<file path="src/rtl/risc_pkg.sv">
// Shared definitions for the 5-stage core: datapath defaults, ALU operation
// encodings, the memory-sequencer state encoding and the EX/MEM control bundle.
package risc_pkg;

  localparam int DEF_DATA_W     = 32;
  localparam int DEF_REG_ADDR_W = 4;

  typedef enum logic [3:0] {
    ALU_ADD  = 4'd0,
    ALU_SUB  = 4'd1,
    ALU_AND  = 4'd2,
    ALU_OR   = 4'd3,
    ALU_XOR  = 4'd4,
    ALU_SLL  = 4'd5,
    ALU_SRL  = 4'd6,
    ALU_SRA  = 4'd7,
    ALU_SLT  = 4'd8,
    ALU_SLTU = 4'd9,
    ALU_LUI  = 4'd10
  } alu_op_e;

  // Legacy-compatible numeric state codes; the enum below reuses them so
  // waveform viewers and older scripts decode the same values.
  localparam logic [1:0] ST_IDLE   = 2'd0;
  localparam logic [1:0] ST_ACCESS = 2'd1;
  localparam logic [1:0] ST_WAIT   = 2'd2;

  typedef enum logic [1:0] {
    IDLE   = ST_IDLE,
    ACCESS = ST_ACCESS,
    WAIT   = ST_WAIT
  } mem_state_e;

  // Control bits carried from EX into the EX/MEM slot.
  typedef struct packed {
    logic valid;
    logic reg_write;
    logic mem_read;
    logic mem_write;
    logic mem_to_reg;
  } ctrl_t;

endpackage

</file>
<file path="src/rtl/mem_wait_timer.sv">
// Up-counter of stalled memory cycles with synchronous clear, count enable
// and a terminal-count flag at MAX_WAIT-1. Saturates at terminal count.
module mem_wait_timer #(
  parameter int MAX_WAIT = 8
) (
  input  logic clk,
  input  logic rst_n,
  input  logic clear,
  input  logic enable,
  output logic tc
);

  localparam int            CW     = $clog2(MAX_WAIT);
  localparam logic [CW-1:0] TC_VAL = CW'(MAX_WAIT - 1);

  logic [CW-1:0] count;

  // Count stalled cycles; clear wins so a new transaction always starts at 0.
  always_ff @(posedge clk or negedge rst_n) begin
    if (!rst_n) begin
      count <= '0;
    end else if (clear) begin
      count <= '0;
    end else if (enable && (count != TC_VAL)) begin
      count <= count + CW'(1);
    end
  end

  assign tc = (count == TC_VAL);

endmodule

</file>
<file path="src/rtl/ex_mem_stage.sv">
// EX/MEM pipeline slot, data-memory access sequencer and MEM/WB register.
// Also produces the EX-stage forwarding selects and the load-use flag.
//
// state  | meaning
// IDLE   | slot holds no memory operation
// ACCESS | first request cycle of the memory operation in the slot
// WAIT   | request still outstanding, counting stalled cycles toward timeout
module ex_mem_stage #(
  parameter int DATA_W     = risc_pkg::DEF_DATA_W,
  parameter int REG_ADDR_W = risc_pkg::DEF_REG_ADDR_W,
  parameter int MAX_WAIT   = 8
) (
  input  logic                  clk,
  input  logic                  rst_n,
  input  logic [DATA_W-1:0]     ALU_Result,
  input  logic [DATA_W-1:0]     RD2_2,
  input  logic                  ID_EX_Valid,
  input  logic                  ID_EX_RegWrite,
  input  logic                  ID_EX_MR,
  input  logic                  ID_EX_MW,
  input  logic                  ID_EX_MemToReg,
  input  logic [REG_ADDR_W-1:0] ID_EX_Rd,
  input  logic [REG_ADDR_W-1:0] ID_EX_Rs,
  input  logic [REG_ADDR_W-1:0] ID_EX_Rt,
  output logic [DATA_W-1:0]     ALU_Result_1,
  output logic                  FA,
  output logic                  FB,
  output logic                  Load_Use,
  output logic                  Mem_Stall,
  output logic                  DM_Req,
  output logic                  DM_We,
  output logic [DATA_W-1:0]     DM_Addr,
  output logic [DATA_W-1:0]     DM_WData,
  input  logic                  DM_Ready,
  input  logic [DATA_W-1:0]     DM_RData,
  output logic                  MEM_WB_Valid,
  output logic                  MEM_WB_RegWrite,
  output logic [REG_ADDR_W-1:0] MEM_WB_Rd,
  output logic [DATA_W-1:0]     MEM_WB_Data,
  output logic                  Mem_Err
);

  import risc_pkg::*;

  ctrl_t                 slot_ctrl;
  logic [REG_ADDR_W-1:0] slot_rd;
  logic [DATA_W-1:0]     slot_wdata;

  mem_state_e            state;
  mem_state_e            state_nxt;

  logic                  mem_op;
  logic                  in_mem_op;
  logic                  is_load;
  logic                  wait_tc;
  logic                  timeout;
  logic [DATA_W-1:0]     wb_data;

  // Register 0 is hardwired, so it never participates in forwarding or hazards.
  function automatic logic rd_match(input logic [REG_ADDR_W-1:0] rd,
                                    input logic [REG_ADDR_W-1:0] src);
    return (rd != '0) && (rd == src);
  endfunction

  assign mem_op    = slot_ctrl.valid & (slot_ctrl.mem_read | slot_ctrl.mem_write);
  assign in_mem_op = ID_EX_Valid & (ID_EX_MR | ID_EX_MW);

  // An illegal read+write is treated as a store, so it never returns load data.
  assign is_load   = slot_ctrl.mem_read & ~slot_ctrl.mem_write;

  // Timeout takes the place of DM_Ready on the last permitted cycle.
  assign timeout   = (state == WAIT) & wait_tc & ~DM_Ready;
  assign Mem_Stall = mem_op & ~DM_Ready & ~timeout;

  assign DM_Req    = mem_op & ~timeout;
  assign DM_We     = DM_Req & slot_ctrl.mem_write;
  assign DM_Addr   = ALU_Result_1;
  assign DM_WData  = slot_wdata;

  assign FA        = slot_ctrl.valid & slot_ctrl.reg_write & ~slot_ctrl.mem_read
                   & rd_match(slot_rd, ID_EX_Rs);
  assign FB        = slot_ctrl.valid & slot_ctrl.reg_write & ~slot_ctrl.mem_read
                   & rd_match(slot_rd, ID_EX_Rt);
  assign Load_Use  = slot_ctrl.valid & slot_ctrl.mem_read & slot_ctrl.reg_write
                   & (rd_match(slot_rd, ID_EX_Rs) | rd_match(slot_rd, ID_EX_Rt));

  // Writeback value: memory data for loads (zeroed on timeout), else ALU result.
  always_comb begin
    wb_data = ALU_Result_1;
    if (is_load && slot_ctrl.mem_to_reg) begin
      wb_data = timeout ? '0 : DM_RData;
    end
  end

  // Stalled cycles stay in WAIT; otherwise the incoming slot content decides.
  always_comb begin
    state_nxt = state;
    if (Mem_Stall) begin
      state_nxt = WAIT;
    end else if (in_mem_op) begin
      state_nxt = ACCESS;
    end else begin
      state_nxt = IDLE;
    end
  end

  // Sequencer state register.
  always_ff @(posedge clk or negedge rst_n) begin
    if (!rst_n) begin
      state <= IDLE;
    end else begin
      state <= state_nxt;
    end
  end

  // EX/MEM slot: advances on every unstalled edge, holds while stalled.
  always_ff @(posedge clk or negedge rst_n) begin
    if (!rst_n) begin
      slot_ctrl    <= '0;
      slot_rd      <= '0;
      ALU_Result_1 <= '0;
      slot_wdata   <= '0;
    end else if (!Mem_Stall) begin
      slot_ctrl.valid      <= ID_EX_Valid;
      slot_ctrl.reg_write  <= ID_EX_RegWrite;
      slot_ctrl.mem_read   <= ID_EX_MR;
      slot_ctrl.mem_write  <= ID_EX_MW;
      slot_ctrl.mem_to_reg <= ID_EX_MemToReg;
      slot_rd              <= ID_EX_Rd;
      ALU_Result_1         <= ALU_Result;
      slot_wdata           <= RD2_2;
    end
  end

  // MEM/WB register: captures the slot result whenever the slot completes.
  always_ff @(posedge clk or negedge rst_n) begin
    if (!rst_n) begin
      MEM_WB_Valid    <= 1'b0;
      MEM_WB_RegWrite <= 1'b0;
      MEM_WB_Rd       <= '0;
      MEM_WB_Data     <= '0;
    end else if (!Mem_Stall) begin
      MEM_WB_Valid    <= slot_ctrl.valid;
      MEM_WB_RegWrite <= slot_ctrl.valid & slot_ctrl.reg_write;
      MEM_WB_Rd       <= slot_rd;
      MEM_WB_Data     <= wb_data;
    end
  end

  // Sticky timeout flag, cleared only by reset.
  always_ff @(posedge clk or negedge rst_n) begin
    if (!rst_n) begin
      Mem_Err <= 1'b0;
    end else if (timeout) begin
      Mem_Err <= 1'b1;
    end
  end

  mem_wait_timer #(
    .MAX_WAIT (MAX_WAIT)
  ) u_wait_timer (
    .clk    (clk),
    .rst_n  (rst_n),
    .clear  (~Mem_Stall),
    .enable (Mem_Stall),
    .tc     (wait_tc)
  );

endmodule

</file>
<file path="config.mk">
export PLATFORM = sky130hd
export DESIGN_NAME = ex_mem_stage
export DESIGN_NICKNAME = d
export VERILOG_FILES = /design/src/rtl/risc_pkg.sv /design/src/rtl/mem_wait_timer.sv /design/src/rtl/ex_mem_stage.sv
export SDC_FILE = /design/constraint.sdc
export NUM_CORES = 1
export LEC_CHECK = 0
export BUFFER_PORTS_ARGS = -buffer_cell sky130_fd_sc_hd__buf_2
export CORE_ASPECT_RATIO = 0.75
export CORE_MARGIN = 10
export CORE_UTILIZATION = 40
export DETAILED_ROUTE_END_ITERATION = 16
export GPL_TIMING_DRIVEN = 0
export HOLD_SLACK_MARGIN = 0.05
export PLACE_DENSITY = 0.8
export SYNTH_ARGS = -nofsm -noshare
export SYNTH_HDL_FRONTEND = slang
export SYNTH_SLANG_ARGS = --single-unit
export TNS_END_PERCENT = 1
</file>
<file path="constraint.sdc">
create_clock -name clk -period 2.2 [get_ports clk]
set_input_delay 0.22 -clock clk [delete_from_list [all_inputs] [get_ports clk]]
set_output_delay 0.22 -clock clk [all_outputs]
set_load 0.005 [all_outputs]
</file>
; ---- Yosys cells after proc, flatten, opt, wreduce, memory -nomap -nowiden
; Index checks and enable logic that the tools add are counted.
[op_classes]
eq_ne = 6
add_sub_neg = 1
bitwise = 23
n_reduce_logical = 5
n_mux = 6
[ops]
columns = cell, n
row1 = 32-bit two-way mux, 2
row2 = 1-bit bitwise AND, 16
row3 = 4-bit == test, 2
row4 = 3-bit two-way mux, 2
row5 = 1-bit logical AND, 4
row6 = 1-bit NOT, 4
row7 = 4-bit nonzero test, 1
row8 = 3-bit by 1-bit adder with 3-bit output (second input constant), 1
row9 = 3-bit == test (second input constant), 1
row10 = 3-bit != test (second input constant), 1
row11 = 1-bit OR, 3
row12 = 2-bit == test (second input constant), 1
row13 = 2-bit two-way mux, 1
row14 = 2-bit != test (second input constant), 1
row15 = 1-bit two-way mux, 1
[totals]
reg_bits = 117
word_cells = 56
in_bits = 116
out_inout_bits = 141

; ---- Depth between registers and ports, before layout
[logic_depth]
depth_word = 8
mapped_depth = 10
depth_no_buf = 6

; ---- Modules after synthesis
; Synthesis repeated with hierarchy kept, for this count alone.
[unflattened]
cells_unflattened = 442
area_unflattened_um2 = 5271.3
[modules_own_cells]
columns = module, instances, area_per_inst_um2, cells_each
row1 = ex_mem_stage, 1, 5087.4, 427
row2 = mem_wait_timer, 1, 183.9, 15

; ---- Least setup slack after synthesis
; Ideal clock, no wire load.
[synth_timing]
kind = register to register
from = reg u_wait_timer.count[0]
to = reg slot_wdata[10], in the netlist DM_WData[10]
arrival_ns = 2.223
setup_time_ns = 0.125
stages_incl_launch_ff = 11
path_buffers = 4
path_slack_ns = -0.148
period_less_slack_ns = 2.348
cell_sequence = dfrtp_1 -> ha_1 -> ha_1 -> and4bb_1 -> buf_2 -> or3_1 -> buf_2 -> clkinv_2 -> buf_6 -> buf_12 -> mux2_4
[synth_via]
elab_chain_len = 5
[synth_rtl]
columns = element, line_no
row1 = "start, declared", mem_wait_timer.sv:16  ; logic [CW-1:0] count;
row2 = "start signal, assigned", mem_wait_timer.sv:25  ; count <= count + CW'(1);
row3 = 3-bit == test, mem_wait_timer.sv:29  ; assign tc = (count == TC_VAL);
row4 = 1-bit bitwise AND (2 in a row), ex_mem_stage.sv:72  ; assign timeout = (state == WAIT) & wait_tc & ~DM_Ready;
row5 = 1-bit NOT, ex_mem_stage.sv:73  ; assign Mem_Stall = mem_op & ~DM_Ready & ~timeout;
row6 = 1-bit bitwise AND, ex_mem_stage.sv:73
row7 = "end signal, assigned", ex_mem_stage.sv:122  ; slot_wdata <= '0;
row8 = "end signal, assigned", ex_mem_stage.sv:131  ; slot_wdata <= RD2_2;
row9 = "end, declared", ex_mem_stage.sv:47  ; logic [DATA_W-1:0] slot_wdata;
; Every way passes these cells.
; A chain may end at the register's enable or synchronous reset.

; ---- Worst setup path after layout
[layout_timing]
from = reg u_wait_timer.count[1]
to = out Mem_Stall
[layout_via]
elab_chain_len = 5
[layout_rtl]
columns = element, line_no
row1 = 3-bit == test, mem_wait_timer.sv:29
row2 = 1-bit bitwise AND (2 in a row), ex_mem_stage.sv:72
row3 = 1-bit NOT, ex_mem_stage.sv:73
row4 = 1-bit bitwise AND, ex_mem_stage.sv:73
row5 = "end, declared", ex_mem_stage.sv:29  ; output logic Mem_Stall,
; Every way passes these cells.

==> metrics.md <==
| Metric | Value |
|---|---|
| Outcome | `finished, violations left` |
| Failing checks | `negative setup slack` |
| TNS Setup | `-0.01536 ns` |
| Pleak | `3.965 nW` |
| Top post-synthesis cells by area | `dfrtp_1 56%, mux2_2 14%, buf_4 4.9%` |
| Critical-path top delay cell | `dfrtp_1` |
| Net Sw Frac | `about 27%` |
| Final period util | `100.7%` |
| Maximum VDD drop | `between 0.6 and 0.7 mV` |
| Largest net degree at the start of global routing | `approximately 70` |
| GR Util All Layers | `between 20% and 30%` |
| HP Class | `input pin to flop` |
| Core ar. | `roughly 0.013 mm2` |
| Detail Route Antenna Nets | `0` |
| Clock slew at reported path FFs | `approximately 0.050 ns` |
| Routed length per instance | `19.61 um` |
| TritonCTS clock tree | `yes` |
| Crit path max fanout | `3` |
| Post-Place Setup Slack | `-0.2084 ns` |
| Clock power share | `between 40% and 50%` |
| Prevailing post-synth register cell | `dfrtp_1` |
| Fmax achieved | `around 450 MHz` |
| H-tree Lvls | `4` |
| Hold wc startpoint | `ALU_Result[31]` |
| Root buffer cell | `clkbuf_16` |
| Combinational fraction of design power | `roughly a fifth` |
| Crit path cell chain | `ha_2, ha_4, and4bb_4, or3_4, clkinv_4, buf_8, buf_6` |
| Via density | `~5` |
| GPL Wtd Cong | `slightly below 0.8` |
| Placement Rows | `36` |
| Layout net count | `roughly 900` |
| Startpoint Class | `flop` |
| CP startpoint | `u_wait_timer.count[1]` |
| Clk_lat worst skew | `between 0.4 and 0.5 ns` |
| Die W | `between 150 and 200 um` |
| DR vias | `between 4,000 and 5,000` |
| Post-Syn Area | `between 0.005 and 0.006 mm2` |
| RSZ-0062 raised after global routing | `yes` |
| Worst setup margin | `-0.01536 ns` |
| CTS sink count | `117` |
| Routed Wire Length | `19,080 um` |
| Cell with the most instances after synthesis | `dfrtp_1` |
| Die Y | `around 120 um` |
| Yosys cell types | `31` |
| Asr flop ratio synth | `between 90% and 100%` |
| Min cycle time layout | `about 2.2 ns` |
| Worst stage delay on the critical path | `0.38 ns` |
| DPL Wire Length | `~13,000 um` |
| Endpoints failing hold | `0` |
| DRT Pass-1 Iters | `5` |
| Iteration-0 DRC Markers | `262` |
| Setup violators final | `1` |
| Critical path type | `flop to output port` |
| Remaining global-route overflow | `0` |
| Syn Inst Count | `between 400 and 500` |
| Critical Path RT | `roughly 2.0 ns` |
| Slew @ Worst Pin | `between 0.5 and 0.6 ns` |
| Mapped Nets | `around 550` |
| CP delay by family, top | `simple AND/OR/NAND/NOR gates` |
| Port Buffers | `256` |
| Relative slew margins | `62.60%` |
| Syn_area_per_cell | `approximately 12 um2` |
| Most common library cells after synthesis | `117 x dfrtp_1, 66 x mux2_2, 36 x nand2_1, 36 x nand3_1` |
| CP Capture Type | `output port` |
| Sw Pwr | `approximately 0.0018 W` |
| Starting Density | `40.63%` |
| Area leader, netlist | `dfrtp_1` |
| Num CTS Buffers | `17` |
| Yosys warns | `0` |
| Number of global-route vias before repair | `roughly 5,300` |
| Reg power frac | `between 30% and 40%` |
| Max Cap Violations | `0` |
| PD cells | `between 800 and 900 mW/mm2` |
| Critical path arrival | `around 2 ns` |
| Layout Skew | `0.01032 ns` |
| Post-synth EDFFs | `0` |
| Register area share after synthesis | `55.94%` |
| Overall die area | `0.01811 mm2` |
| Share of layout cells above drive strength 1 | `52.94%` |
| Reg2Reg Launch Point | `u_wait_timer.count[1]` |
| Initial antenna violation count | `3` |
| Synth-to-layout area growth | `57.42%` |
| Top Ports | `around 260` |
| Max clock buf depth | `2` |
| Yosys reg bits | `~120` |
| First-pass GRT wire length | `about 30,000 um` |
| Final count of pins violating max slew | `0` |
| Drt drc | `0` |
| Worst path bufs/invs | `3` |
| Post-synth top area share | `between 50 and 60%` |
| Internal power | `roughly 0.005 W` |
==> cell families (layout without fill, tap and decap cells) <==
logic type | Yosys count | count (layout) | share of synthesized area (%)
AOI/OAI and AO/OA | 35 | 35 | 4.184
muxes | 79 | 79 | 17.64
adders and majority gates | 2 | 2 | 0.4780
xor gates and xnor gates | 9 | 9 | 1.506
DFF | 117 | 117 | 55.94
and+or+nand+nor | 123 | 123 | 12.14
other | 0 | 3 | 0
buffers and inverters | 69 | 434 | 8.104
==> power by group through the flow <==
stage	combinational [W]	sequential (W)	clock (W)
floorplan	0.000596	0.00266	0
global placement	0.00123	0.00265	0
detailed placement	0.00127	0.00267	0
CTS	0.00141	0.00264	0.00284
global route	0.00153	0.00268	0.00291
finish	0.00140	0.00265	0.00278
==> cell usage in the layout (no fill, tap or decap), types with 19 or more instances in the layout <==
master / n
dfrtp_1: 117
clkbuf_1: 19
dlygate4sd3_1: 72
mux2_2: 66
nand2_1: 36
nand3_1: 36
buf_4: 42
nor4_1: 34
a31oi_1: 32
buf_2: 254
==> registers in the layout (all words and copies together) (netlist names) <==
signal,count
DM_WData,32
ALU_Result_1,32
slot_ctrl,5
MEM_WB_RegWrite,1
MEM_WB_Rd,4
MEM_WB_Valid,1
Mem_Err,1
slot_rd,4
u_wait_timer.count,3
state,2
MEM_WB_Data,32
==> final timing paths <==
kind | cells after the start | slack [ns] | to
setup / recovery | 7 | -0.02 | Mem_Stall
hold / removal | 2 | 0.08 | ALU_Result_1[31]
setup reg to reg | 8 | 0.02 | DM_WData[21]
hold reg to reg | 1 | 0.48 | Mem_Err
max in group asynchronous | 3 | 1.14 | MEM_WB_Data[21]
min in group asynchronous | 2 | 0.34 | DM_WData[18]
==> area by class of cell <==
cell class | count | area [um2]
Clock inverter | 13 | 158.9
Multi-Input combinational cell | 248 | 1924
Timing Repair Buffer | 336 | 2095
Sequential cell | 117 | 2928
Buffer | 64 | 466.7
Antenna cell | 3 | 7.507
Inverter | 2 | 12.51
Fill cell | 1023 | 4643
Clock buffer | 19 | 432.9
Tap cell | 171 | 214.0
==> through the flow <==
stage               util [%]  total power [W]  std cells  cell area (um2)  hold WS (ns)
global route           63.94         0.007132        972             8237       0.07150
detailed placement     52.61         0.003940        862             6778        0.1933
floorplan                  -         0.003257        434             5249      -0.07559
finish                 63.96         0.006826        973             8239       0.08378
CTS                    63.71         0.006881        969             8208       0.05991
global placement       52.35         0.003887        861             6744        0.4464
==> per-layer routing <==
metal | track usage (%) | vias up | wire length (um)
li1 | - | 2244 | -
met1 | 23.80 | 2388 | 7865
met2 | 33.55 | 235 | 9090
met3 | 9.277 | 17 | 1896
met4 | 5.642 | 2 | 214
met5 | 0 | - | 13
==> what timing repair did <==
action / in CTS / in global routing
setup endpoints to repair: 109 / 107
resized for setup: 28 / 4
hold endpoints to repair: 119 / 1
pin swaps: 3 / 2
setup buffers: 6 / 1
hold buffers: 71 / 1
(Power assumes the default switching activity.)
